--- src/rtl/inst_fetch.sv ---
// Instruction-fetch requester: drives the synchronous instruction RAM read
// port, buffers returned words in a 2-entry FIFO and hands PC/instruction
// pairs to decode over a valid/ready handshake. A branch redirect kills
// both the in-flight response and everything already buffered.
module inst_fetch #(
  parameter logic [31:0] RESET_PC = 32'h1c00_0000
) (
  input  logic        clock,
  input  logic        reset,
  input  logic        branch_flag_i,
  input  logic [31:0] branch_target_i,
  output logic        ram_ce_o,
  output logic [31:0] ram_raddr_o,
  output logic        ram_flush_o,
  input  logic [31:0] ram_rdata_i,
  output logic        inst_valid_o,
  input  logic        inst_ready_i,
  output logic [31:0] inst_o,
  output logic [31:0] inst_pc_o
);

  logic [31:0] pc;
  logic [31:0] pend_pc;
  logic        pend;
  logic [31:0] fifo_inst [2];
  logic [31:0] fifo_pc   [2];
  logic        rd_ptr;
  logic        wr_ptr;
  logic [1:0]  count;

  logic        pop;
  logic        push;
  logic        issue;
  logic [2:0]  occ;

  // Target is word aligned; the low two bits carry no meaning here.
  logic        unused_tgt;
  assign unused_tgt = ^branch_target_i[1:0];

  // Credit check: buffered + in-flight words after this cycle's pop must
  // leave room for one more response, so the FIFO can never overflow.
  always_comb begin
    occ          = 3'd0;
    inst_valid_o = (count != 2'd0) & ~branch_flag_i;
    pop          = inst_valid_o & inst_ready_i;
    push         = pend & ~branch_flag_i;
    occ          = {1'b0, count} + {2'b00, pend} - {2'b00, pop};
    issue        = reset & ~branch_flag_i & (occ < 3'd2);
  end

  assign ram_ce_o    = issue;
  assign ram_raddr_o = pc;
  assign ram_flush_o = branch_flag_i;
  assign inst_o      = fifo_inst[rd_ptr];
  assign inst_pc_o   = fifo_pc[rd_ptr];

  // PC, pending-response tracking and FIFO bookkeeping; branch flushes all.
  always_ff @(posedge clock or negedge reset) begin
    if (!reset) begin
      pc      <= RESET_PC;
      pend    <= 1'b0;
      pend_pc <= 32'h0;
      rd_ptr  <= 1'b0;
      wr_ptr  <= 1'b0;
      count   <= 2'd0;
      for (int i = 0; i < 2; i++) begin
        fifo_inst[i] <= 32'h0;
        fifo_pc[i]   <= 32'h0;
      end
    end else if (branch_flag_i) begin
      pc     <= {branch_target_i[31:2], 2'b00};
      pend   <= 1'b0;
      rd_ptr <= 1'b0;
      wr_ptr <= 1'b0;
      count  <= 2'd0;
    end else begin
      if (issue) begin
        pc      <= pc + 32'd4;
        pend    <= 1'b1;
        pend_pc <= pc;
      end else begin
        pend <= 1'b0;
      end
      if (push) begin
        fifo_inst[wr_ptr] <= ram_rdata_i;
        fifo_pc[wr_ptr]   <= pend_pc;
        wr_ptr            <= ~wr_ptr;
      end
      if (pop) begin
        rd_ptr <= ~rd_ptr;
      end
      count <= count + {1'b0, push} - {1'b0, pop};
    end
  end

endmodule

--- config.mk ---
export PLATFORM = sky130hd
export DESIGN_NAME = inst_fetch
export DESIGN_NICKNAME = d
export VERILOG_FILES = /design/src/rtl/inst_fetch.sv
export SDC_FILE = /design/constraint.sdc
export NUM_CORES = 1
export LEC_CHECK = 0
export ABC_AREA = 1
export ABC_CLOCK_PERIOD_IN_PS = 9500
export CAP_MARGIN = 10
export CELL_PAD_IN_SITES_DETAIL_PLACEMENT = 0
export CELL_PAD_IN_SITES_GLOBAL_PLACEMENT = 1
export CORE_MARGIN = 2
export CORE_UTILIZATION = 40
export DETAILED_ROUTE_END_ITERATION = 6
export GPL_ROUTABILITY_DRIVEN = 0
export GPL_TIMING_DRIVEN = 0
export PLACE_DENSITY = 0.86
export SLEW_MARGIN = 40
export SYNTH_ARGS = -nofsm -noshare
export SYNTH_HDL_FRONTEND = slang
export SYNTH_SLANG_ARGS = --single-unit
--- constraint.sdc ---
create_clock -name clock -period 9.5 [get_ports clock]
set_input_delay 1.9 -clock clock [delete_from_list [all_inputs] [get_ports clock]]
set_output_delay 1.9 -clock clock [all_outputs]
set_load 0.005 [all_outputs]
-- Word level (Yosys, flattened, before mapping)
Index checks and enable logic that the tools add are counted.
- register bits: 197
- input port bits: 68
- output and inout port bits: 99
- word-level logic and storage cells: 55
- $add $sub $neg: 5
- order comparisons: 4
- multiplexer cells: 19
- bitwise operators: 10
- reductions and logical operators: 7
- operator list (operator ; count):
    $mux 32 ; 9
    $bwmux 64 ; 2
    $add 32x3->32 const B ; 1
    $demux 32 s1 ; 1
    $reduce_bool 2->1 ; 4
    $mux 1 ; 6
    $and 1x1->1 ; 5
    $ge 2x2->1 const B ; 2
    $not 1->2 ; 2
    $reduce_and 2->1 ; 2
    $add 2x1->3 ; 1
    $lt 3x2->1 const B ; 1
    $not 1->1 ; 3
    $sub 3x1->3 ; 1
    $add 2x1->2 ; 1
    $lt 2x1->1 const B ; 1
    $mux 2 ; 1
    $sub 2x1->2 ; 1
    $logic_and 1x1->1 ; 1

-- Logic depth before layout (Yosys ltp)
- word-level depth: 8
- gate-level depth with buffers: 16
- mapped depth without buffers: 15

-- Least setup slack after synthesis
Ideal clock, no wire load.
- path type: input -> output
- from: input branch_flag_i
- to: output ram_ce_o
- arrival: 3.926 ns
- data required time: 7.600 ns
- slack: 3.674 ns
- stages: 12
- path through: buf_6 > a21oi_1 > nand2_1 > inv_1 > ha_1 > or2_2 > fa_1 > nand2_1 > nor2_1 > nand2_1 > inv_2 > buf_2
- cells in the longest elaborated chain, start to end: 6
- elaborated cells between the ends (all ways): 7
- classes of those cells: add/sub (1); order compare (1); bitwise (5)
- RTL lines (what ; RTL line ; text):
    from (decl) ; 10 ; input logic branch_flag_i,
    $not 1->1 (no line) ; n/a ;
    $and 1x1->1 ; 44 ; inst_valid_o = (count != 2'd0) & ~branch_flag_i;
    named net inst_valid_o ; 16 ; output logic inst_valid_o,
    $and 1x1->1 ; 45 ; pop = inst_valid_o & inst_ready_i;
    $sub 3x1->3 ; 47 ; occ = {1'b0, count} + {2'b00, pend} - {2'b00, pop};
    $lt 3x2->1 ; 48 ; issue = reset & ~branch_flag_i & (occ < 3'd2);
    $and 1x1->1 ; 48 ;
    to (decl) ; 12 ; output logic ram_ce_o,
The timed path passes the listed nets, and every way through them passes these cells.

-- Final worst setup path
- from: input inst_ready_i
- to: output ram_ce_o
- cells in the longest elaborated chain, start to end: 4
- RTL lines (what ; RTL line ; text):
    from (decl) ; 17 ; input logic inst_ready_i,
    $and 1x1->1 ; 45 ;
    $sub 3x1->3 ; 47 ;
    $lt 3x2->1 ; 48 ;
    $and 1x1->1 ; 48 ;
No other way between the ends.

==> results.md <==
* Outcome: finished, final reports clean
* Final Cycle Share at roughly 73%
* Clock sink count at roughly 190
* DR pass1 iterations at 5
* GRT met2 Usage at about a third
* LEAKAGE at roughly 5.6 nW
* DRC at 0
* Largest net degree at the start of global routing at 72
* First-pass GRT wire length at 39.72 mm
* R2R cell count at 15
* Post-Syn Instances at about 1100
* Worst Clk Skew at between 0.01 and 0.015 ns
* Worst-Skew Late Latency at between 0.4 and 0.5 ns
* Postcts setup bufs at 0
* Quantity of hold-fixing buffers added after cts at 0
* Register bit count reported by yosys at approximately 190
* CTS tree: done
* Crit path arrival time at around 5 ns
* Worst hold path type: flop to flop
* FFs w/ async S/R, synth at between 90% and 100%
* Placement Rows at between 50 and 60
* Worst-path clk slew at approximately 0.07 ns
* Fillers at 2096
* Slew Limit Fails at 0
* Die width at 154.2 um
* Worst IR Drop VDD at 0.1300 mV
* Post-route minimum period at between 6 and 7 ns
* Critical path endpoint category: output port
* Crit start category: input port
* Finished Layout Cells at around 1500
* Pint at between 2 and 2.5 mW
* Netlist Area Pre-Place at about 9000 um^2
* Share of cells above drive strength 1 at a little under an eighth
* Logic gate share of total power at between 30% and 40%
* Bufs on Longest Clock Path at 2
* # setup viols final at 0
* Actual slew at the worst max-slew pin at just under 0.7 ns
* # diodes at 0
* Synth top area cells: dfrtp_1 (52%), nand2_1 (12%), mux2_2 (7.7%), o21ai_0 (5.8%), inv_1 (5.7%)
* Setup crit end: ram_ce_o
* Met1 Usage GRT at 29.19%
* Via density at 4.911
* Initial antenna violation count at 0
* Total of max-cap violations at 0
* Placed insts at approximately 1500
* Hold slack at 0.4816 ns
* Area Growth Syn to Fin at 29.15%
* Seq pwr share at between 40% and 50%
* Setup WS pre-CTS at approximately 2.6 ns
* Total track usage at roughly a fifth
* Worst slew margin at 53.72%
* Input/output buffers at roughly 160
* Boundary Pins at 167
* Cts repair resizes at 0
* Core area at between 20000 and 25000 um^2
* First DRT Iteration DRCs at about 450
* Met3 Use GR at under 10%
* Reg2reg start: count[1]$_DFF_PN0_
* Critical Setup Path Class: input port to output port
* Seq/Total Area, Yosys at around 52%
* Main synth FF type: dfrtp_1
* Dpl hpwl at about 18 mm
* FF+latch area at around 4700 um^2
* Psw at 1.008 mW
* Post-Route WL at 24.25 mm
* Number of global-route vias before repair at ~7600
* Utilization after layout at 53.07%
* TritonCTS Buffers at 17
* H-tree levels at 4
* Post-synth EDFFs at 0
* Fin worst setup slack at about 2.6 ns
* Most common cell in the netlist: nand2_1
* DIE AREA at 23780 um^2
* Largest area contributor in the netlist: dfrtp_1
* RSZ-0062 raised after global routing: false
* Fin. Hold Viols at 0
* Die height at around 150 um
* Root Driver: clkbuf_16
* CP Max Fanout at 10
* # nets final at roughly 1300
* Critical Path RT at about 7.6 ns
* Clock network fraction of total power at a little under a quarter
* Post-synth top area share at approximately 52%
* Drt wl/cell at 15.68 um
* Synth warnings at 0
* Fmax at between 100 and 150 MHz
* PD cells at 266.9 nW/um^2
* Crit Reg-Reg Endpoint: ram_raddr_o[6]$_DFFE_PN0P_
* Distinct cells, synth at 29
* Sw Ratio at 32.42%
* Initial Util at 41.09%
* Post-synth top cells: nand2_1 (295), dfrtp_1 (186), inv_1 (138), o21ai_0 (105), nor2_1 (70)
* Mean area per synthesized cell at 8.441 um^2
* Routed Antenna Nets at 0
* Reg2reg setup slack at roughly 6.2 ns
* Via count at around 7600
* Overflow left after global routing at 0
* Most used routing layer: met2
* Area of the multi-input gates at roughly 3500 um^2
* Crit path from: inst_ready_i
## placed cells by master, fill, tap and decap left out, drive strengths merged, types with 2 or more instances in the layout
cell type and n:
ha 4, mux2 62, nand3 68, clkbuf 36
dfrtp 186, buf 41, clkdlybuf4s50 158, inv 148
o21ai 156, a21oi 14, o211ai 6, dfstp 3
conb 4, clkinv 2, nor2 70, nand2 296
clkinvlp 3, or2 3
## per-layer routing
metal	part of all wire [%]	routed length (um)	up-vias
met5	0	0	-
met4	1.2	287	0
met3	5.4	1321	17
met2	47	11410	214
met1	46	11230	3609
li1	-	-	3753
## cell families after synthesis
logic type                 synth area share, %
adders and majority gates               0.7765
other                                  0.04156
buffers and inverters                    9.387
muxes                                    7.737
xor gates and xnor gates                0.1942
DFF                                      52.45
AOI/OAI and AO/OA                        10.05
and+or+nand+nor                          19.36
## sequential cells by signal (all words and copies together) (netlist names)
signal / count
count: 2
fifo_inst: 64
fifo_pc: 60
pend: 1
pend_pc: 30
ram_raddr_o: 30
rd_ptr: 1
wr_ptr: 1
## layout make-up
| type | instances | share of cell area [%] |
|---|---|---|
| Tap cell | 280 | 3.006 |
| Sequential cell | 189 | 40.62 |
| Buffer | 55 | 2.716 |
| Inverter | 140 | 4.552 |
| Clock inverter | 14 | 1.288 |
| Multi-Input combinational cell | 688 | 29.64 |
| Timing Repair Buffer | 162 | 14.41 |
| Clock buffer | 18 | 3.769 |
## how the worst min path moves through the flow
| stage | to | slack (ns) | cells after the start | start |
|---|---|---|---|---|
| global placement | fifo_inst[27]$_DFFE_PN0P_ | 0.46 | 2 | fifo_inst[27]$_DFFE_PN0P_ |
| finish | fifo_pc[2]$_DFFE_PN0P_ | 0.48 | 2 | fifo_pc[2]$_DFFE_PN0P_ |
| global route | fifo_pc[13]$_DFFE_PN0P_ | 0.50 | 2 | fifo_pc[13]$_DFFE_PN0P_ |
| detailed placement | fifo_pc[4]$_DFFE_PN0P_ | 0.47 | 2 | fifo_pc[4]$_DFFE_PN0P_ |
| CTS | fifo_pc[4]$_DFFE_PN0P_ | 0.48 | 2 | fifo_pc[4]$_DFFE_PN0P_ |
| floorplan | fifo_inst[0]$_DFFE_PN0P_ | 0.45 | 2 | fifo_inst[0]$_DFFE_PN0P_ |
## through the flow
step	setup TNS (ns)	power [mW]	area, um^2
after CTS	0	3.138	11650
after global placement	-288.32	2.381	10980
final	0	3.110	11650
after floorplan	0	1.827	9035
after detailed placement	0	2.411	11060
after global routing	0	3.334	11650
## worst max-delay path, stage by stage
cell	delay [ns]
clkdlybuf4s50_1	0.46
nand2_1	0.10
inv_1	0.12
ha_1	0.23
or2_2	0.30
fa_1	0.49
nand2_1	0.06
nor2_1	0.10
nand2_1	0.20
inv_2	0.23
buf_2	0.27
clkdlybuf4s50_1	0.55
## power by group through the flow
| stage | clock, mW | combinational, mW | sequential, mW |
|---|---|---|---|
| floorplan | 0 | 0.570 | 1.26 |
| global placement | 0 | 1.09 | 1.30 |
| detailed placement | 0 | 1.11 | 1.30 |
| CTS | 0.728 | 1.12 | 1.29 |
| global route | 0.765 | 1.23 | 1.34 |
| finish | 0.714 | 1.10 | 1.29 |
No activity file was read; power rests on OpenSTA's default activity.
